**src/rtl/vga_pkg.sv**
```systemverilog
// vga_pkg -- definitions shared by the SPI command receiver and its FIFO.
//   op_e        : command opcodes carried in the top nibble of each packet
//   PKT_W       : SPI packet length in bits
//   FIFO_DEPTH  : depth of the command queue toward the framebuffer writer
//   H_ACTIVE/V_ACTIVE : visible raster size used for the optional range check
//   rx_state_e  : receiver FSM states (also exported on the debug port)
//   cmd_t       : one queued command {op, x, y, color}
package vga_pkg;

   typedef enum logic [3:0] {
      OP_NOP   = 4'd0,
      OP_PIXEL = 4'd1,
      OP_CLEAR = 4'd2
   } op_e;

   localparam int PKT_W      = 40;
   localparam int FIFO_DEPTH = 4;
   localparam int H_ACTIVE   = 640;
   localparam int V_ACTIVE   = 480;

   localparam int OP_W    = 4;
   localparam int X_W     = 10;
   localparam int Y_W     = 9;
   localparam int COLOR_W = 12;
   localparam int CMD_W   = OP_W + X_W + Y_W + COLOR_W;

   typedef enum logic [1:0] {
      ST_IDLE  = 2'd0,
      ST_SHIFT = 2'd1,
      ST_DONE  = 2'd2
   } rx_state_e;

   typedef struct packed {
      logic [OP_W-1:0]    op;
      logic [X_W-1:0]     x;
      logic [Y_W-1:0]     y;
      logic [COLOR_W-1:0] color;
   } cmd_t;

   // Only PIXEL and CLEAR are forwarded downstream.
   function automatic logic op_known(input logic [OP_W-1:0] op);
      return (op == OP_PIXEL) || (op == OP_CLEAR);
   endfunction

   function automatic logic in_active(input logic [X_W-1:0] x, input logic [Y_W-1:0] y);
      return (int'(x) < H_ACTIVE) && (int'(y) < V_ACTIVE);
   endfunction

endpackage

```
**src/rtl/cmd_fifo.sv**
```systemverilog
// cmd_fifo -- small synchronous FIFO with registered read/write pointers.
//   clk, reset          : clock, synchronous active-high reset
//   push, push_data     : write request and data (ignored when full unless
//                         a pop happens in the same cycle)
//   pop                 : read request (ignored when empty)
//   head_data           : oldest entry, valid while !empty
//   full, empty         : occupancy flags derived from the pointers
// DEPTH must be a power of two; pointers carry one extra wrap bit so that
// full and empty can be told apart.
module cmd_fifo #(
   parameter int DEPTH = 4,
   parameter int WIDTH = 35
) (
   input  logic             clk,
   input  logic             reset,
   input  logic             push,
   input  logic [WIDTH-1:0] push_data,
   input  logic             pop,
   output logic [WIDTH-1:0] head_data,
   output logic             full,
   output logic             empty
);

   localparam int AW = (DEPTH > 1) ? $clog2(DEPTH) : 1;

   logic [WIDTH-1:0] mem_q [DEPTH];
   logic [WIDTH-1:0] mem_d [DEPTH];
   logic [AW:0]      wr_ptr_q, wr_ptr_d;
   logic [AW:0]      rd_ptr_q, rd_ptr_d;
   logic             do_push, do_pop;

   assign empty     = (wr_ptr_q == rd_ptr_q);
   assign full      = (wr_ptr_q[AW-1:0] == rd_ptr_q[AW-1:0]) && (wr_ptr_q[AW] != rd_ptr_q[AW]);
   assign do_pop    = pop && !empty;
   // A pop in the same cycle frees the slot being written, so a full FIFO
   // can still accept.
   assign do_push   = push && (!full || do_pop);
   assign head_data = mem_q[rd_ptr_q[AW-1:0]];

   always_comb begin
      mem_d    = mem_q;
      wr_ptr_d = wr_ptr_q;
      rd_ptr_d = rd_ptr_q;
      if (do_push) begin
         mem_d[wr_ptr_q[AW-1:0]] = push_data;
         wr_ptr_d                = wr_ptr_q + (AW+1)'(1);
      end
      if (do_pop) begin
         rd_ptr_d = rd_ptr_q + (AW+1)'(1);
      end
   end

   always_ff @(posedge clk) begin
      if (reset) begin
         wr_ptr_q <= '0;
         rd_ptr_q <= '0;
         for (int i = 0; i < DEPTH; i++) begin
            mem_q[i] <= '0;
         end
      end else begin
         wr_ptr_q <= wr_ptr_d;
         rd_ptr_q <= rd_ptr_d;
         mem_q    <= mem_d;
      end
   end

endmodule

```
**src/rtl/spi_cmd_rx.sv**
```systemverilog
// spi_cmd_rx -- SPI (mode 0, MSB first) command receiver for the VGA
// framebuffer writer.
//   clk, reset     : pixel clock, synchronous active-high reset
//   sck, sdi, cs_n : asynchronous SPI inputs from the MCU
//   sdo            : status byte shifted back to the MCU
//   wr_valid/wr_ready, wr_op, wr_x, wr_y, wr_color : command stream out
//   dbg_state      : current receiver FSM state
// Packet (40 bits): {op[39:36], x[35:26], y[25:17], rsvd[16:12], color[11:0]}.
// Status byte: {full, empty, overflow, range_err, frame_err, drop_cnt[2:0]}.
// Handshake: a command transfers on every clk edge where wr_valid && wr_ready;
// while wr_valid is high and wr_ready low, wr_* hold their value.
// Build option SPI_RANGE_CHECK_EN: drop off-screen PIXEL commands and flag
// range_err; without it they are forwarded unchanged and range_err reads 0.
module spi_cmd_rx
   import vga_pkg::*;
(
   input  logic               clk,
   input  logic               reset,
   input  logic               sck,
   input  logic               sdi,
   input  logic               cs_n,
   output logic               sdo,
   output logic               wr_valid,
   input  logic               wr_ready,
   output logic [OP_W-1:0]    wr_op,
   output logic [X_W-1:0]     wr_x,
   output logic [Y_W-1:0]     wr_y,
   output logic [COLOR_W-1:0] wr_color,
   output rx_state_e          dbg_state
);

   // Two-flop synchronizers plus a third flop for edge detection. The cs_n
   // chain resets low: if reset drops mid-packet with cs_n still low no
   // falling edge appears, so the FSM waits for a fresh cs_n high/low.
   logic sck_s1_q, sck_s1_d, sck_s2_q, sck_s2_d, sck_prev_q, sck_prev_d;
   logic cs_s1_q, cs_s1_d, cs_s2_q, cs_s2_d, cs_prev_q, cs_prev_d;
   logic sdi_s1_q, sdi_s1_d, sdi_s2_q, sdi_s2_d;

   logic sck_rise, sck_fall, cs_rise, cs_fall;

   rx_state_e        state_q, state_d;
   logic [5:0]       bit_cnt_q, bit_cnt_d;
   logic [PKT_W-1:0] shreg_q, shreg_d;
   logic             pkt_done_q, pkt_done_d;
   logic [7:0]       sts_sh_q, sts_sh_d;
   logic             overflow_q, overflow_d;
   logic             range_err_q, range_err_d;
   logic             frame_err_q, frame_err_d;
   logic [7:0]       drop_cnt_q, drop_cnt_d;

   cmd_t push_cmd, head_cmd;
   logic fifo_push, fifo_pop, fifo_full, fifo_empty;
   logic range_ok;

   assign sck_rise = sck_s2_q & ~sck_prev_q;
   assign sck_fall = ~sck_s2_q & sck_prev_q;
   assign cs_rise  = cs_s2_q & ~cs_prev_q;
   assign cs_fall  = ~cs_s2_q & cs_prev_q;

   // Reserved bits [16:12] are not forwarded.
   assign push_cmd = {shreg_q[39:17], shreg_q[11:0]};

`ifdef SPI_RANGE_CHECK_EN
   assign range_ok = (push_cmd.op != OP_PIXEL) || in_active(push_cmd.x, push_cmd.y);
`else
   assign range_ok = 1'b1;
`endif

   assign fifo_pop = !fifo_empty && wr_ready;

   always_comb begin
      sck_s1_d   = sck;
      sck_s2_d   = sck_s1_q;
      sck_prev_d = sck_s2_q;
      cs_s1_d    = cs_n;
      cs_s2_d    = cs_s1_q;
      cs_prev_d  = cs_s2_q;
      sdi_s1_d   = sdi;
      sdi_s2_d   = sdi_s1_q;
   end

   always_comb begin
      state_d     = state_q;
      bit_cnt_d   = bit_cnt_q;
      shreg_d     = shreg_q;
      pkt_done_d  = 1'b0;
      sts_sh_d    = sts_sh_q;
      overflow_d  = overflow_q;
      range_err_d = range_err_q;
      frame_err_d = frame_err_q;
      drop_cnt_d  = drop_cnt_q;
      fifo_push   = 1'b0;

      case (state_q)
         ST_IDLE: begin
            if (cs_fall) begin
               state_d     = ST_SHIFT;
               bit_cnt_d   = '0;
               // Snapshot status and clear the sticky flags in one step so
               // no event between capture and clear is lost.
               sts_sh_d    = {fifo_full, fifo_empty, overflow_q, range_err_q,
                              frame_err_q, drop_cnt_q[2:0]};
               overflow_d  = 1'b0;
               range_err_d = 1'b0;
               frame_err_d = 1'b0;
            end
         end
         ST_SHIFT: begin
            if (cs_rise) begin
               state_d     = ST_IDLE;
               frame_err_d = 1'b1;
               sts_sh_d    = '0;
            end else if (sck_rise) begin
               shreg_d   = {shreg_q[PKT_W-2:0], sdi_s2_q};
               bit_cnt_d = bit_cnt_q + 6'd1;
               if (bit_cnt_q == 6'(PKT_W - 1)) begin
                  state_d    = ST_DONE;
                  pkt_done_d = 1'b1;
               end
            end
         end
         ST_DONE: begin
            if (cs_rise) begin
               state_d  = ST_IDLE;
               sts_sh_d = '0;
            end
         end
         default: state_d = ST_IDLE;
      endcase

      // Status advances on each sck fall while selected; zeros follow bit 0.
      if ((state_q != ST_IDLE) && !cs_rise && sck_fall) begin
         sts_sh_d = {sts_sh_q[6:0], 1'b0};
      end

      // Packet disposal one cycle after the last bit; flag sets take
      // precedence over the capture-time clear above.
      if (pkt_done_q && op_known(push_cmd.op)) begin
         if (!range_ok) begin
            range_err_d = 1'b1;
         end else if (fifo_full && !fifo_pop) begin
            overflow_d = 1'b1;
            if (drop_cnt_q != 8'hFF) begin
               drop_cnt_d = drop_cnt_q + 8'd1;
            end
         end else begin
            fifo_push = 1'b1;
         end
      end
   end

   always_ff @(posedge clk) begin
      if (reset) begin
         sck_s1_q    <= 1'b0;
         sck_s2_q    <= 1'b0;
         sck_prev_q  <= 1'b0;
         cs_s1_q     <= 1'b0;
         cs_s2_q     <= 1'b0;
         cs_prev_q   <= 1'b0;
         sdi_s1_q    <= 1'b0;
         sdi_s2_q    <= 1'b0;
         state_q     <= ST_IDLE;
         bit_cnt_q   <= '0;
         shreg_q     <= '0;
         pkt_done_q  <= 1'b0;
         sts_sh_q    <= '0;
         overflow_q  <= 1'b0;
         range_err_q <= 1'b0;
         frame_err_q <= 1'b0;
         drop_cnt_q  <= '0;
      end else begin
         sck_s1_q    <= sck_s1_d;
         sck_s2_q    <= sck_s2_d;
         sck_prev_q  <= sck_prev_d;
         cs_s1_q     <= cs_s1_d;
         cs_s2_q     <= cs_s2_d;
         cs_prev_q   <= cs_prev_d;
         sdi_s1_q    <= sdi_s1_d;
         sdi_s2_q    <= sdi_s2_d;
         state_q     <= state_d;
         bit_cnt_q   <= bit_cnt_d;
         shreg_q     <= shreg_d;
         pkt_done_q  <= pkt_done_d;
         sts_sh_q    <= sts_sh_d;
         overflow_q  <= overflow_d;
         range_err_q <= range_err_d;
         frame_err_q <= frame_err_d;
         drop_cnt_q  <= drop_cnt_d;
      end
   end

   cmd_fifo #(
      .DEPTH (FIFO_DEPTH),
      .WIDTH (CMD_W)
   ) u_cmd_fifo (
      .clk       (clk),
      .reset     (reset),
      .push      (fifo_push),
      .push_data (push_cmd),
      .pop       (fifo_pop),
      .head_data (head_cmd),
      .full      (fifo_full),
      .empty     (fifo_empty)
   );

   assign wr_valid  = !fifo_empty;
   assign wr_op     = head_cmd.op;
   assign wr_x      = head_cmd.x;
   assign wr_y      = head_cmd.y;
   assign wr_color  = head_cmd.color;
   assign sdo       = sts_sh_q[7];
   assign dbg_state = state_q;

endmodule
```
**config.mk**
```make
export PLATFORM = sky130hd
export DESIGN_NAME = spi_cmd_rx
export DESIGN_NICKNAME = d
export VERILOG_FILES = /design/src/rtl/vga_pkg.sv /design/src/rtl/cmd_fifo.sv /design/src/rtl/spi_cmd_rx.sv
export SDC_FILE = /design/constraint.sdc
export NUM_CORES = 1
export LEC_CHECK = 0
export CORE_UTILIZATION = 48
export DETAILED_ROUTE_END_ITERATION = 12
export DONT_BUFFER_PORTS = 1
export MAX_ROUTING_LAYER = met4
export PLACE_DENSITY = 0.65
export SLEW_MARGIN = 5
export SYNTH_ARGS = -nofsm -noshare
export SYNTH_HDL_FRONTEND = slang
export SYNTH_SLANG_ARGS = --single-unit
```
**constraint.sdc**
```tcl
create_clock -name clk -period 1.9 [get_ports clk]
set_clock_uncertainty 0.05 [all_clocks]
set_input_delay 0.19 -clock clk [delete_from_list [all_inputs] [get_ports clk]]
set_output_delay 0.19 -clock clk [all_outputs]
set_load 0.005 [all_outputs]
```
==> load_flow_metrics.sql <==
INSERT INTO impl_metrics (metric_group, metric, value, unit) VALUES
('worst_setup_path', 'crit_path_end_kind', 'primary output', ''),
('route', 'drt_iter0_markers', '527', ''),
('clocking', 'clkSlewWorstSetupHoldPaths', '0.06', 'ns'),
('status', 'failed_checks', 'DRC, hold timing, setup timing', ''),
('route', 'remaining_drc_errors', '4', ''),
('worst_setup_path', 'capturing_point_of_the_worst_reg2reg_path', 'u_cmd_fifo.mem_q[90]$_SDFFE_PP0P_', ''),
('power_and_ir_drop', 'power.leakage', '3.52', 'nW'),
('worst_setup_path', 'crit_fanout', '17', ''),
('die', 'width_of_the_die', '139', 'um'),
('layout', 'layout-drive-gt1-share', '13.8', '%'),
('grt', 'grt_use_total', '22.0', '%'),
('clocking', 'tritoncts_num_sinks', '221', ''),
('logic_synthesis', 'synthAdderAreaFrac', '1.39', '%'),
('logic_synthesis', 'compound_gate_fraction_of_synth_area', '12.0', '%'),
('die', 'floorplan.io_pins', '45', ''),
('timing', 'fmaxAchievable', '517', 'MHz'),
('logic_synthesis', 'yosys-top-cells-area', 'sky130_fd_sc_hd__dfxtp_1, sky130_fd_sc_hd__nand2_1, sky130_fd_sc_hd__a21oi_1, sky130_fd_sc_hd__mux4_2, sky130_fd_sc_hd__clkbuf_1', ''),
('clocking', 'cts_max_path_buffers', '3', ''),
('logic_synthesis', 'yosys_register_bits', '221', ''),
('grt', 'grt_pass1_wl', '33.9', 'mm'),
('worst_setup_path', 'critPathRequiredTime', '1.66', 'ns'),
('logic_synthesis', 'synth-simple-area-share', '21.8', '%'),
('status', 'status', 'finished with violations', ''),
('placement', 'post-dp-hpwl', '11.4', 'mm'),
('clocking', 'tritoncts', 'built', ''),
('layout', 'fin_cells', '1278', ''),
('grt', 'first_global_vias', '6658', ''),
('worst_setup_path', 'critPathLaunchType', 'register', ''),
('logic_synthesis', 'synth_top_flop_cell', 'sky130_fd_sc_hd__dfxtp_1', ''),
('timing', 'period_needed', '1.93', 'ns'),
('die', 'fp.dieArea', '0.0194', 'mm^2'),
('route', 'wl_per_cell', '16.6', 'um'),
('die', 'initial_utilization', '49.6', '%'),
('route', 'detail_route.wirelength', '21.2', 'mm'),
('timing', 'max_slew_margin', '68.0', '%'),
('logic_synthesis', 'synth_cells', '1030', ''),
('clocking', 'clock_tree.root_cell', 'sky130_fd_sc_hd__clkbuf_16', ''),
('grt', 'globalRouteOverflowTotal', '0', ''),
('logic_synthesis', 'syn_area', '0.00903', 'mm^2'),
('power_and_ir_drop', 'finalPower', '9.52', 'mW'),
('flow_run', 'drv.max_cap_violation_count', '0', ''),
('worst_setup_path', 'crit_path_end', 'wr_x[2]', ''),
('worst_setup_path', 'r2r_setup_slack', '0.04', 'ns'),
('die', 'coreArea', '0.0182', 'mm^2'),
('worst_setup_path', 'reg2reg_from', 'u_cmd_fifo.rd_ptr_q[0]$_SDFFE_PP0P_', ''),
('placement', 'place.gp.congestion', '0.782', ''),
('placement', 'portBuffers', '0', ''),
('clocking', 'clkLatencyLatePin', '0.50', 'ns'),
('logic_synthesis', 'yosysWarningCount', '0', ''),
('timing', 'finalHoldWorstSlack', '-0.267', 'ns'),
('layout', 'postLayoutCellArea', '0.0104', 'mm^2'),
('clocking', 'cts-buffers-inserted', '23', ''),
('die', 'floorplan.rows', '49', ''),
('worst_setup_path', 'cp_data_arrival_time', '1.69', 'ns'),
('logic_synthesis', 'synth_top_family_by_area', 'simple AND/OR/NAND/NOR gates', ''),
('die', 'die_height', '139', 'um'),
('worst_setup_path', 'crit_start', 'u_cmd_fifo.rd_ptr_q[0]$_SDFFE_PP0P_', ''),
('placement', 'place.detailed.instances', '1220', ''),
('power_and_ir_drop', 'ir_worst_vdd', '0.752', 'mV'),
('logic_synthesis', 'syn_avg_cell_area', '8.77', 'um^2'),
('timing', 'final-setup-viol-count', '26', ''),
('timing', 'post_route_clock_period_utilization', '102', '%'),
('hold_path', 'hold_path_startpoint', 'reset', ''),
('logic_synthesis', 'yosys.cell_types.count', '47', ''),
('timing', 'final_worst_setup_slack', '-0.0344', 'ns'),
('logic_synthesis', 'synth_seq_area_share', '49.0', '%'),
('route', 'routed_via_density', '5.44', ''),
('worst_setup_path', 'path_class', 'register to primary output', ''),
('timing', 'final_hold_viol_count', '201', ''),
('logic_synthesis', 'async_flop_share', '0', '%'),
('clocking', 'cts_hold_buf', '8', '');
## critical path, cell delays in order (launching register included)
cell and delay, ns:
sky130_fd_sc_hd__dfxtp_4 0.43, sky130_fd_sc_hd__buf_16 0.21, sky130_fd_sc_hd__mux4_2 0.55
## registers in the layout (all words and copies together), names as in the netlist, 2 cells and up
| name | count |
|---|---|
| bit_cnt_q | 6 |
| u_cmd_fifo.rd_ptr_q | 3 |
| drop_cnt_q | 8 |
| shreg_q | 40 |
| u_cmd_fifo.mem_q | 140 |
| u_cmd_fifo.wr_ptr_q | 3 |
| dbg_state | 2 |
| sts_sh_q | 8 |
## where the power goes
group / switching, mW / internal [mW]
sequential: 0.00956 / 4.65
combinational: 0.144 / 0.125
clock: 1.78 / 2.80
total: 1.94 / 7.58
## cells in the mapped netlist, types with 3 or more instances
library cell and instances:
sky130_fd_sc_hd__dfxtp_1 221, sky130_fd_sc_hd__buf_4 13, sky130_fd_sc_hd__ha_1 10, sky130_fd_sc_hd__clkbuf_1 38, sky130_fd_sc_hd__and3_1 13, sky130_fd_sc_hd__nand2b_1 7
sky130_fd_sc_hd__nor2_1 33, sky130_fd_sc_hd__nand3_1 7, sky130_fd_sc_hd__nor3_1 8, sky130_fd_sc_hd__buf_6 5, sky130_fd_sc_hd__nand3_2 4, sky130_fd_sc_hd__inv_1 8
sky130_fd_sc_hd__mux2i_1 5, sky130_fd_sc_hd__and2_1 3, sky130_fd_sc_hd__buf_2 17, sky130_fd_sc_hd__a21oi_1 183, sky130_fd_sc_hd__nand4_1 3, sky130_fd_sc_hd__xor2_1 3
sky130_fd_sc_hd__nor2b_1 12, sky130_fd_sc_hd__mux4_2 35, sky130_fd_sc_hd__a222oi_1 6, sky130_fd_sc_hd__nand2_1 353, sky130_fd_sc_hd__xnor2_1 10
## worst min-delay path by stage
stage,end,slack [ns],depth (start not counted)
floorplan,cs_s1_q$_SDFF_PP0_,0.27,1
global placement,frame_err_q$_SDFFE_PP0P_,0.23,1
detailed placement,cs_s1_q$_SDFF_PP0_,0.24,1
CTS,shreg_q[1]$_SDFFE_PP0P_,-0.28,1
global route,u_cmd_fifo.rd_ptr_q[0]$_SDFFE_PP0P_,-0.28,1
finish,u_cmd_fifo.mem_q[38]$_SDFFE_PP0P_,-0.27,1
## cell usage in the layout, fill, tap and decap left out, types with 4 or more instances in the layout
cell / Yosys / layout
sky130_fd_sc_hd__clkbuf_16: 0 / 28
sky130_fd_sc_hd__mux2i_1: 5 / 5
sky130_fd_sc_hd__inv_1: 8 / 8
sky130_fd_sc_hd__a222oi_1: 6 / 6
sky130_fd_sc_hd__nor2b_1: 12 / 12
sky130_fd_sc_hd__mux4_2: 35 / 35
sky130_fd_sc_hd__nand2b_1: 7 / 7
sky130_fd_sc_hd__clkbuf_8: 0 / 9
sky130_fd_sc_hd__and3_1: 13 / 8
sky130_fd_sc_hd__a21oi_1: 183 / 182
sky130_fd_sc_hd__dfxtp_1: 221 / 219
sky130_fd_sc_hd__nand3_2: 4 / 4
sky130_fd_sc_hd__xnor2_1: 10 / 10
sky130_fd_sc_hd__ha_1: 10 / 9
sky130_fd_sc_hd__buf_12: 1 / 11
sky130_fd_sc_hd__nor2_1: 33 / 32
sky130_fd_sc_hd__nor3_1: 8 / 6
sky130_fd_sc_hd__clkinv_2: 0 / 4
sky130_fd_sc_hd__dlygate4sd3_1: 0 / 8
sky130_fd_sc_hd__buf_4: 13 / 24
sky130_fd_sc_hd__nand2_1: 353 / 353
sky130_fd_sc_hd__nand3_1: 7 / 7
## cell families after synthesis
logic type,after synthesis
AND/OR/NAND/NOR,457
flip-flops,221
AO/OA/AOI/OAI,203
buffers and inverters,83
multiplexers,41
XOR/XNOR,15
adder cells (fa/ha/maj),10
## per-stage QoR
| step | TNS (ns) | worst slack, ns |
|---|---|---|
| finish | -0.362 | -0.0344 |
| global route | -2.35 | -0.0882 |
| CTS | -2.23 | -0.0989 |
| detailed placement | 0 | 0.0324 |
| global placement | 0 | 0.0870 |
| floorplan | 0 | 0.0782 |
## final cells by class
| class | count | area (um^2) |
|---|---|---|
| repair buffers | 53 | 697 |
| inverters | 8 | 30.0 |
| clock buffers | 34 | 697 |
| flip-flops and latches | 221 | 4430 |
| multi-input cells | 726 | 4210 |
| fillers | 1631 | 7770 |
| clock inverters | 7 | 88.8 |
| well taps | 229 | 287 |
## routing by layer
| layer | global-route usage (%) | vias to the layer above | wire length [um] |
|---|---|---|---|
| met5 | - | - | 0 |
| met2 | 36.2 | 128 | 10200 |
| met3 | 3.31 | 25 | 940 |
| met1 | 28.9 | 3332 | 9820 |
| li1 | - | 3468 | - |
| met4 | 4.15 | 0 | 265 |
## what timing repair did
| action | 4_1_cts | 5_1_grt |
|---|---|---|
| cloned | 1 | 5 |
| buffers inserted | 2 | 1 |
| endpoints found under the hold margin | 210 | 201 |
| endpoints found under the setup margin | 35 | 163 |
| pin swaps | 0 | 4 |
| resized for setup | 4 | 15 |
(Power assumes the default switching activity.)
